[src/rtl/serial_add_ctrl.sv]
// Bit-serial adder controller: one full-adder slice reused LSB first, valid/ready on both sides.
// Define SERIAL_ADD_SUB_EN to add the 'sub' port (A-B computed as A+~B+1).
//
// state   | meaning
// S_IDLE  | waiting for operands, start_ready high
// S_SHIFT | one bit per cycle through the slice, WIDTH cycles
// S_DONE  | publish result registers, then hold done_valid until done_ready
module serial_add_ctrl #(
   parameter int WIDTH = 8
) (
   input  logic             clk,
   input  logic             rst_n,
   input  logic             start_valid,
   output logic             start_ready,
   input  logic [WIDTH-1:0] a,
   input  logic [WIDTH-1:0] b,
`ifdef SERIAL_ADD_SUB_EN
   input  logic             sub,
`endif
   output logic             done_valid,
   input  logic             done_ready,
   output logic [WIDTH-1:0] sum,
   output logic             carry,
   output logic             busy
);

   localparam int CW = $clog2(WIDTH + 1);

   typedef enum logic [1:0] {S_IDLE, S_SHIFT, S_DONE} state_t;

   state_t           state;
   logic [WIDTH-1:0] a_sr;
   logic [WIDTH-1:0] b_sr;
   logic [WIDTH-1:0] s_sr;
   logic [WIDTH-1:0] sum_q;
   logic             cflop;
   logic             carry_q;
   logic             done_valid_q;
   logic [CW-1:0]    cnt;
   logic             p, g0, g1, sbit, cout;
   logic             sub_l;

`ifdef SERIAL_ADD_SUB_EN
   assign sub_l = sub;
`else
   assign sub_l = 1'b0;
`endif

   half_adder u_ha0 (.x(a_sr[0]), .y(b_sr[0]), .s(p),    .c(g0));
   half_adder u_ha1 (.x(p),       .y(cflop),   .s(sbit), .c(g1));
   assign cout = g0 | g1;

   always_ff @(posedge clk or negedge rst_n) begin
      if (!rst_n) begin
         state        <= S_IDLE;
         a_sr         <= '0;
         b_sr         <= '0;
         s_sr         <= '0;
         sum_q        <= '0;
         cflop        <= 1'b0;
         carry_q      <= 1'b0;
         done_valid_q <= 1'b0;
         cnt          <= '0;
      end else begin
         case (state)
            S_IDLE: begin
               if (start_valid) begin
                  a_sr  <= a;
                  b_sr  <= sub_l ? ~b : b;
                  cflop <= sub_l;
                  s_sr  <= '0;
                  cnt   <= '0;
                  state <= S_SHIFT;
               end
            end
            S_SHIFT: begin
               a_sr  <= a_sr >> 1;
               b_sr  <= b_sr >> 1;
               s_sr  <= {sbit, s_sr[WIDTH-1:1]};
               cflop <= cout;
               cnt   <= cnt + CW'(1);
               if (cnt == CW'(WIDTH - 1))
                  state <= S_DONE;
            end
            S_DONE: begin
               // first DONE cycle copies the finished shift register to the outputs
               if (!done_valid_q) begin
                  done_valid_q <= 1'b1;
                  sum_q        <= s_sr;
                  carry_q      <= cflop;
               end else if (done_ready) begin
                  done_valid_q <= 1'b0;
                  state        <= S_IDLE;
               end
            end
            default: state <= S_IDLE;
         endcase
      end
   end

   assign start_ready = (state == S_IDLE);
   assign busy        = (state != S_IDLE);
   assign done_valid  = done_valid_q;
   assign sum         = sum_q;
   assign carry       = carry_q;

endmodule

module half_adder (
   input  logic x,
   input  logic y,
   output logic s,
   output logic c
);
   assign s = x ^ y;
   assign c = x & y;
endmodule

[config.mk]
export PLATFORM = sky130hd
export DESIGN_NAME = serial_add_ctrl
export DESIGN_NICKNAME = d
export VERILOG_FILES = /design/src/rtl/serial_add_ctrl.sv
export SDC_FILE = /design/constraint.sdc
export NUM_CORES = 1
export LEC_CHECK = 0
export ABC_AREA = 1
export CAP_MARGIN = 10
export CORE_MARGIN = 4
export CORE_UTILIZATION = 44
export DETAILED_ROUTE_END_ITERATION = 10
export PLACE_DENSITY = 0.69
export SLEW_MARGIN = 0
export SYNTH_ARGS = -nofsm -noshare
export SYNTH_HDL_FRONTEND = slang
export SYNTH_SLANG_ARGS = --single-unit
[constraint.sdc]
create_clock -name clk -period 1.3 [get_ports clk]
set_input_delay 0.26 -clock clk [delete_from_list [all_inputs] [get_ports clk]]
set_output_delay 0.26 -clock clk [all_outputs]
set_load 0.005 [all_outputs]
==> impl_metrics.csv <==
group,metric,value,unit
setup_path,worst_path_max_delay_cell,"dfrtp_1",
routing,drt_iter0_drc,113,
synth,synth_seq_cells,41,
finish,final_area,2366,µm²
die,rows,22,
finish,area_growth,36.24,%
setup_path,cp.arrival,1.03,ns
placement,postPlaceCellArea,2182,µm²
setup_path,timing.rr.start,"state[0]$_DFFE_PN0P_",
routing,dr.pass1.iters,4,
clock_network,cts_made_buffers,5,
routing,vias_per_cell,5.282,
min_path,hp-class,"input port to asynchronous set/reset pin",
setup_path,slowest_delay,0.41,ns
sta,fmax,776.8,MHz
die,start_util,46.39,%
die,core,3744,µm²
die,die-area,5016,µm²
clock_network,cts_buffer_depth,2,
power,switchingPower,1967,µW
clock_network,clock_latency,0.29,ns
finish,layout_common_cells,"49 x nand3_1, 41 x dfrtp_1, 40 x nand2_1",
clock_network,clock_sinks,41,
power,p_leak,0.001157,µW
setup_path,crit_path_end_kind,"primary output",
routing,routed_wl,3850,µm
die,dieWidth,70.83,µm
power,vdd_drop_max,1.091,mV
placement,portBuffers,31,
synth,yosys_warnings,0,
routing,num_vias,1516,
sta,worst_hold_slack,0.4633,ns
power,pwr_density_cell,2214,nW/µm²
sta,setup_ws,0.01260,ns
synth,synthCells,187,
placement,pre_cts_ws,-0.08224,ns
setup_path,rrSetupSlack,0.10,ns
power,p_int,3273,µW
flow_run,drv_cap,0,
clock_network,cts_tree,"yes",
placement,place_congestion,0.8032,
sta,worst_slew_pin_slew,0.3137,ns
setup_path,crit_fanout,3,
finish,drive_above_1_share,16.74,%
sta,period_share,99.03,%
synth,synthDistinctLibCells,20,
placement,hpwl,2618,µm
finish,n_antenna_cell,0,
setup_path,required,1.04,ns
power,combPwrFrac,43.6,%
clock_network,cts.reportedPaths.clkPinSlew,0.08,ns
setup_path,crit_buf_inv,2,
setup_path,crit_top_cell,"buf_6",
setup_path,startpoint_type,"flip-flop",
power,seqPwrFrac,39.2,%
synth,ys_seq_area_share,59.08,%
grt,overflow,0,
setup_path,critPathTopFamily,"flip-flops",
synth,syn_area,1737,µm²
die,ios,32,
sta,setup_viol,0,
power,switching_share,37.54,%
grt,grt_max_degree,42,
setup_path,rr_worst_depth,5,
routing,drc,0,
power,power_frac_clock,17.3,%
sta,finalClockSkew,0.006029,ns
grt,grt_usage,15.64,%
synth,postSynthAreaPerCell,9.287,µm²
outcome,status,"complete, no violations",
grt,grt_pass1_wl,6382,µm
die,die_h,70.83,µm
setup_path,cp_cell_sequence,"nor2_4 > buf_6 > buf_6",
grt,grt_pass1_vias,1463,
grt,antenna_found_initial,0,
clock_network,cts_root_buf,"clkbuf_8",
sta,hold_viol_final,0,
clock_network,htree_levels,2,
sta,rsz0062_at_grt,"yes",
finish,layout.nets,260,
synth,synth_nets,209,
sta,slew_violations,0,
finish,final_common_cell,"nand3_1",
routing,postRouteAntennaNets,0,
sta,min_period,1.287,ns
sta,slew_headroom,79.06,%
setup_path,crit_type,"flip-flop to primary output",
setup_path,critPathLaunch,"state[0]$_DFFE_PN0P_",
routing,post_drt_wl_per_cell,13.41,µm
setup_path,r2r_end,"sum[4]$_DFFE_PN0P_",
-- per-stage QoR --
stage,TNS (ns),utilization (%),total power (µW),cells
CTS,-0.02031,62.27,5157,284
global placement,-0.7950,58.29,4091,270
global route,-0.04558,63.20,5638,287
floorplan,0,-,3242,187
finish,0,63.20,5239,287
detailed placement,-1.072,58.29,4177,270
-- per-layer routing --
layer | global-route usage, % | routed length (µm) | vias to the layer above
li1 | - | - | 732
met1 | 19.37 | 1718 | 737
met2 | 26.16 | 1894 | 36
met3 | 3.693 | 167 | 11
met4 | 6.681 | 70 | 0
met5 | 0 | 0 | -
-- final cells by class --
| class | count | area, µm² |
|---|---|---|
| Clock buffer | 7 | 96.34 |
| Clock inverter | 1 | 5.005 |
| Fill cell | 327 | 1378 |
| Inverter | 14 | 55.05 |
| Multi-Input combinational cell | 126 | 648.1 |
| Sequential cell | 41 | 1026 |
| Tap cell | 48 | 60.06 |
| Timing Repair Buffer | 50 | 475.5 |
-- state kept, by name, summed over array words and instances, names as in the netlist --
register and count:
a_sr 8, cflop 1, state 2, done_valid 1, cnt 4, b_sr 8
carry 1, s_sr 8, sum 8
-- timing repair --
item,in CTS,in global routing
hold endpoints to repair,41,0
pin swaps,2,4
gates resized for setup,23,5
setup buffers,5,1
gates cloned,0,3
setup endpoints to repair,12,21
hold buffers,1,0
-- logic make-up (layout without fill, tap and decap cells) --
group	after synthesis	count (layout)	share of synthesized area, %
flip-flops	41	41	59.08
AO/OA/AOI/OAI	23	23	7.132
buffers and inverters	23	72	6.195
adder cells (fa/ha/maj)	2	2	1.873
AND/OR/NAND/NOR	98	101	25.72
-- how the worst max path moves through the flow --
stage	depth (start not counted)	slack, ns	endpoint
floorplan	3	0.17	busy
global placement	6	-0.05	b_sr[7]$_DFFE_PN0P_
detailed placement	6	-0.08	a_sr[7]$_DFFE_PN0P_
CTS	6	-0.02	carry$_DFFE_PN0P_
global route	3	-0.03	start_ready
finish	3	0.01	start_ready
-- synth_stat cells --
library cell	instances	area (µm²)
ha_1	1	12.51
nand2_4	1	11.26
buf_4	2	15.01
buf_6	1	11.26
nand4_1	1	6.260
dfrtp_1	41	1026
nand2_2	1	6.260
a21oi_1	1	5.000
nor2_1	3	11.26
inv_1	13	48.80
o22ai_1	7	43.79
inv_2	1	3.750
o21ai_0	5	25.02
nor2_2	2	12.51
o21ai_1	10	50.05
clkbuf_1	1	3.750
nand2_1	41	153.9
nand3_1	49	245.2
fa_1	1	20.02
buf_2	5	25.02
-- worst reg2reg max path: stages (launching register included) --
cell and delay (ns):
dfrtp_1 0.41, buf_4 0.17, nor2_4 0.22, nand2_2 0.15, nand2_1 0.08, o21ai_1 0.06
-- power groups by stage --
stage | combinational [µW] | sequential, µW | clock [µW]
after floorplan | 1220 | 2030 | 0
after global placement | 2050 | 2040 | 0
after detailed placement | 2110 | 2070 | 0
after CTS | 2190 | 2040 | 922
after global routing | 2550 | 2110 | 974
final | 2280 | 2050 | 904
(Power assumes the default switching activity.)
